**config.mk**
```make
export PLATFORM = sky130hd
export DESIGN_NAME = seq_nor_accum
export DESIGN_NICKNAME = d
export VERILOG_FILES = /design/src/rtl/seq_nor_accum.sv
export SDC_FILE = /design/constraint.sdc
export NUM_CORES = 1
export LEC_CHECK = 0
export CORE_MARGIN = 8
export CORE_UTILIZATION = 51
export DETAILED_ROUTE_END_ITERATION = 6
export GPL_TIMING_DRIVEN = 0
export PLACE_DENSITY = 0.74
export SLEW_MARGIN = 10
export SYNTH_ARGS = -nofsm -noshare
export SYNTH_HDL_FRONTEND = slang
export SYNTH_SLANG_ARGS = --single-unit
```
**constraint.sdc**
```tcl
create_clock -name clk -period 2.27 [get_ports clk]
set_input_delay 0.454 -clock clk [delete_from_list [all_inputs] [get_ports clk]]
set_output_delay 0.454 -clock clk [all_outputs]
set_load 0.01 [all_outputs]
```
**src/rtl/seq_nor_accum.sv**
```systemverilog
// Multi-beat bitwise reducer (NOR/OR/NAND/AND) with valid/ready in and out.
// Optional SEQ_NOR_STATUS_EN adds registered out_zero/out_ones result flags.
module seq_nor_accum #(
  parameter int WIDTH   = 8,
  parameter int NUM_OPS = 4
) (
  input  logic             clk,
  input  logic             rst,
  input  logic             in_valid,
  output logic             in_ready,
  input  logic [WIDTH-1:0] in_data,
  input  logic [1:0]       mode,
  output logic             out_valid,
  input  logic             out_ready,
  output logic [WIDTH-1:0] out_data,
`ifdef SEQ_NOR_STATUS_EN
  output logic             out_zero,
  output logic             out_ones,
`endif
  output logic             busy
);

  localparam int CW = (NUM_OPS > 2) ? $clog2(NUM_OPS) : 1;
  localparam logic [CW-1:0] LAST = CW'(NUM_OPS - 1);

  typedef enum logic [1:0] {IDLE, ACCUM, DONE} state_t;

  state_t           state_q, state_d;
  logic [WIDTH-1:0] acc_q, acc_d;
  logic [1:0]       mode_q, mode_d;
  logic [CW-1:0]    count_q, count_d;
  logic [WIDTH-1:0] out_data_d;
  logic [WIDTH-1:0] merged;
  logic             accept;

  assign accept = in_valid & in_ready;
  // mode_q[1] selects the AND family; mode_q[0]=0 means the inverted form.
  assign merged = mode_q[1] ? (acc_q & in_data) : (acc_q | in_data);

  // NOTE: every signal gets a default before the case so no path leaves one unassigned (no latches).
  always_comb begin
    state_d    = state_q;
    acc_d      = acc_q;
    mode_d     = mode_q;
    count_d    = count_q;
    out_data_d = out_data;
    case (state_q)
      IDLE: begin
        if (accept) begin
          acc_d   = in_data;
          mode_d  = mode;
          count_d = CW'(1);
          state_d = ACCUM;
        end
      end
      ACCUM: begin
        if (accept) begin
          acc_d = merged;
          if (count_q == LAST) begin
            // count holds here; it only returns to zero on leaving DONE.
            state_d    = DONE;
            out_data_d = mode_q[0] ? merged : ~merged;
          end else begin
            count_d = count_q + CW'(1);
          end
        end
      end
      DONE: begin
        if (out_ready) begin
          state_d = IDLE;
          count_d = '0;
        end
      end
      default: state_d = IDLE;
    endcase
  end

  // NOTE: state registers use non-blocking assignments so all flops update together at the edge.
  always_ff @(posedge clk or posedge rst) begin
    if (rst) begin
      state_q   <= IDLE;
      acc_q     <= '0;
      mode_q    <= '0;
      count_q   <= '0;
      in_ready  <= 1'b0;
      out_valid <= 1'b0;
      out_data  <= '0;
      busy      <= 1'b0;
    end else begin
      state_q   <= state_d;
      acc_q     <= acc_d;
      mode_q    <= mode_d;
      count_q   <= count_d;
      in_ready  <= (state_d != DONE);
      out_valid <= (state_d == DONE);
      out_data  <= out_data_d;
      busy      <= (state_d != IDLE);
    end
  end

`ifdef SEQ_NOR_STATUS_EN
  // Flags follow out_valid: loaded with the result, cleared on handoff.
  always_ff @(posedge clk or posedge rst) begin
    if (rst) begin
      out_zero <= 1'b0;
      out_ones <= 1'b0;
    end else begin
      out_zero <= (state_d == DONE) && (out_data_d == '0);
      out_ones <= (state_d == DONE) && (out_data_d == {WIDTH{1'b1}});
    end
  end
`endif

endmodule

```
# == Yosys cells after proc, flatten, opt, wreduce, memory -nomap -nowiden ==
# Cells that the tools add are included.
# Widths: inputs -> output; s select.
# word_totals
register_bits,25
output_inout_bits,11
# op_classes
n_addsub,1
eq_ne,9
muxes,15
bitwise_logic,4
n_reduce_logical,8
# ops
cell,count
$mux 8,4
$mux 2,8
$pmux 8 s2,1
$pmux 2 s3,2
$ne 2x2->1 const B,5
$and 8x8->8,1
$not 8->8,1
$or 8x8->8,1
$eq 2x2->1 const B,3
$reduce_and 3->1,2
$reduce_and 5->1,1
$reduce_bool 2->1,2
$reduce_bool 3->1,1
$add 2x1->2 const B,1
$eq 2x1->1 const B,1
$logic_not 2->1,1
$reduce_and 2->1,1
$and 1x1->1,1

# == Longest topological paths before layout ==
# depth
depth_word,5
ltp_mapped,8
mapped_depth_nobuf,7

# == Worst setup path before layout ==
# OpenSTA, ideal clock, no wires.
# synth_timing
path_kind,register to register
startpoint,register state_q[1]
endpoint,register in_ready
t_arrival_ns,1.501
slack_ns,0.651
path_stages_with_launch,9
path_buffers,1
synth_period_minus_slack_ns,1.619
cell_sequence,dfrtp_1 -> inv_1 -> ha_1 -> buf_2 -> nand4_4 -> and2_0 -> or3_4 -> inv_2 -> nand2_1
# synth_between
elab_chain_len,4
word_cells_on_any_way,9
# synth_rtl
item,line,text
"start, declared",28,"state_t state_q, state_d;"
"start signal, assigned",90,state_q <= state_d;
$mux 2,59,if (count_q == LAST) begin
$mux 2,57,if (accept) begin
$pmux 2 s3 (*),47,case (state_q)
net state_d[1],28,
$ne 2x2->1 (*),94,in_ready <= (state_d != DONE);
"end signal, assigned",94,
"end, declared",10,"output logic in_ready,"
# Mark *: on every way through the listed nets, which the timed path passes. The rest lies on a longest branch.
# A chain may end at the register's enable or synchronous reset.

# == Worst setup path after layout ==
# layout_timing
startpoint,register in_ready
endpoint,output in_ready
# No word-level cell between the ends.

==> summary.txt <==
Hold path
  • Worst Hold End: out_data[6]
  • Hold depth: 2
  • Hold WC Path Type: register to register
  • Hold Startpoint: out_data[6]

Synth
  • Yosys warns: 0
  • Number of synthesized flops with an enable pin: 0
  • Synth Register Bits: 25
  • Count of cell types in the netlist: 31
  • Post-synth ARST share: 100%
  • Cell area after synthesis: 1400 µm²
  • Sequential fraction of the synthesis area: 44.6%
  • Most used DFF post-synth: dfrtp_1
  • Mapped Cells: 141
  • Synth Area per Inst: 9.94 µm²
  • Syn_nets: 160

GRT
  • Largest net degree at the start of global routing: 26
  • Initial antenna violation count: 0
  • Vias in the first global route: 1102
  • First-pass GRT wire length: 5000 µm
  • GR Util All Layers: 13.9%
  • Grt total ovfl: 0

Run status
  • Outcome: finished, final reports clean

Floorplan
  • Die width: 68.4 µm
  • Row Count: 19
  • Die Ht: 68.4 µm
  • Initial Util: 52.2%
  • Core box area: 2690 µm²
  • I/O pins: 25
  • DIE AREA: 4680 µm²

CTS
  • CTS Sinks: 25
  • # Post-CTS Setup Buffers: 0
  • Clock latency on the worst-skew pair: 0.32 ns
  • Total CTS buffers: 3
  • Root buf cell: clkbuf_4
  • Post-cts hold buffer count: 0
  • CTS resizes: 0
  • CTS tree: built
  • Clock Path Buffers: 2
  • CTS H-tree lvls: 1
  • CTS clock-pin slew for the worst setup and hold paths: 0.13 ns

Worst setup path
  • Crit path max-delay family: buffers and inverters
  • RR Endpoint: in_ready
  • Max stage delay cell, worst path: clkdlybuf4s50_1
  • Worst setup path class: register to output pin
  • Worst reg2reg setup slack: 0.48 ns
  • Critical Path Fanout Max: 8
  • Endpoint class of the critical path: output pin
  • Reg2Reg Depth: 8
  • CP cell instances: clkdlybuf4s50_1
  • CP max stage delay: 0.60 ns
  • RR Startpoint: state_q[1]
  • WP buf/inv: 1
  • CP required: 1.82 ns
  • Worst setup SP type: register
  • Arrival @ worst endpoint: 1.44 ns

Timing
  • Slew Limit Headroom: 37.9%
  • Final Hold Vio Count: 0
  • Top achievable clock speed: 529 MHz
  • Sum Neg Setup Slack: 0 ns
  • Slew Viols, Final: 0
  • Setup Skew: 0.00180 ns
  • Worst setup margin: 0.379 ns
  • Worst-Margin Slew: 0.931 ns
  • Post-layout min period: 1.89 ns
  • Final Setup Violations: 0
  • RSZ-0062 raised after global routing: false
  • Final Cycle Share: 83.3%

Cells and area
  • Area Growth Syn to Fin: 21.8%
  • Final cell count without fillers: 200
  • Fill cells: 232
  • Ant diodes: 0
  • Fraction of layout cells with a size suffix above 1: 9.47%
  • Final nets: 189
  • Design Area, Final: 1710 µm²

Detailed routing
  • DRT iter0 DRCs: 70
  • Avg WL per Cell: 14.4 µm
  • Via count: 1112
  • Final wirelength: 2890 µm
  • Detailed Routing Iterations Pass 1: 4
  • Remaining DRCs: 0
  • Post-DRT Antenna Nets: 0
  • Avg Vias per Cell: 5.56

Placed design
  • Port Buffers: 24
  • Hpwl dp: 2190 µm
  • Final GP Congestion: 0.758
  • Dpl cells: 196
  • Pre-CTS setup slack: 0.234 ns
  • Placed inst area: 1680 µm²

Power
  • Pwr Density: 1260 nW/µm²
  • Leakage: 0.742 nW
  • Max VDD drop: 0.837 mV

Run
  • Max Cap Viol: 0
[how the worst max path moves through the flow]
stage	from	endpoint	slack, ns	cells past startpoint
after global placement	in_valid	in_ready	0.26	6
final	in_ready	in_ready	0.38	1
after global routing	in_ready	in_ready	0.32	1
after CTS	in_ready	in_ready	0.36	1
after detailed placement	in_valid	in_ready	0.23	6
after floorplan	state_q[1]	in_ready	0.65	8
[cells in the final DEF, fill, tap and decap left out, types with 4 or more instances in the layout]
master            n
a32oi_1           5
clkdlybuf4s50_1  24
dfrtp_1          25
ha_1              5
inv_1             4
maj3_1            7
mux2i_1           5
nand2_1          25
nor2_1            5
o21ai_0          10
o21ai_1           5
o2bb2ai_1         4
xor2_1            8
[cells in the mapped netlist, types with 2 or more instances]
| library cell | instances | area share [%] |
|---|---|---|
| a221oi_1 | 3 | 1.9 |
| nand2_1 | 25 | 6.7 |
| maj3_1 | 7 | 5.0 |
| inv_1 | 4 | 1.1 |
| buf_2 | 3 | 1.1 |
| inv_2 | 2 | 0.54 |
| a21oi_1 | 3 | 1.1 |
| a32oi_1 | 5 | 3.1 |
| xor2_1 | 8 | 5.0 |
| nand3_1 | 3 | 1.1 |
| o21ai_1 | 5 | 1.8 |
| a211oi_1 | 3 | 1.6 |
| o21ai_0 | 10 | 3.6 |
| clkbuf_1 | 2 | 0.54 |
| ha_1 | 5 | 4.5 |
| nor2_1 | 5 | 1.3 |
| mux2_2 | 2 | 1.6 |
| buf_6 | 2 | 1.6 |
| mux2i_1 | 5 | 3.6 |
| dfrtp_1 | 25 | 45 |
| o2bb2ai_1 | 4 | 2.5 |
[registers in the layout, indices dropped and copies added (netlist names)]
name and count:
out_data 8, mode_q 2, busy 1, state_q 2, acc_q 8, out_valid 1, in_ready 1, count_q 2
[kinds of logic after synthesis]
logic type | Yosys count | synth area share, %
simple gates | 42 | 14.6
mux | 7 | 5.18
fa+ha+maj | 13 | 10.3
buf+inv | 13 | 4.82
compound gates | 33 | 15.5
flops | 25 | 44.6
xor+xnor | 8 | 5.00
[power breakdown]
group	leakage (nW)	switching, mW	internal (mW)
Sequential	0.308	0.145	0.640
Clock	0.0150	0.132	0.0688
Combinational	0.419	0.588	0.571
Total	0.742	0.866	1.28
[final cells by class]
cell class | count | area (µm²) | area share (%)
Tap cell | 31 | 38.8 | 2.27
Clock buffer | 4 | 26.3 | 1.54
Buffer | 7 | 45.0 | 2.64
Inverter | 6 | 22.5 | 1.32
Sequential cell | 25 | 626 | 36.7
Timing Repair Buffer | 24 | 240 | 14.1
Multi-Input combinational cell | 103 | 708 | 41.5
[metal layers]
layer / vias to the layer above / global-route usage (%) / part of all wire (%)
li1: 560 / - / -
met1: 518 / 17.8 / 46
met2: 29 / 22.6 / 47
met3: 5 / 2.29 / 5.2
met4: 0 / 5.88 / 1.5
met5: - / 0 / 0
[metrics by stage]
| stage | hold WS, ns | power [mW] | util [%] |
|---|---|---|---|
| floorplan | 0.481 | 1.60 | - |
| global placement | 0.466 | 1.91 | 62.6 |
| CTS | 0.501 | 2.16 | 63.5 |
| global route | 0.517 | 2.35 | 63.5 |
| detailed placement | 0.471 | 1.96 | 62.6 |
| finish | 0.496 | 2.15 | 63.5 |
(Power assumes the default switching activity.)
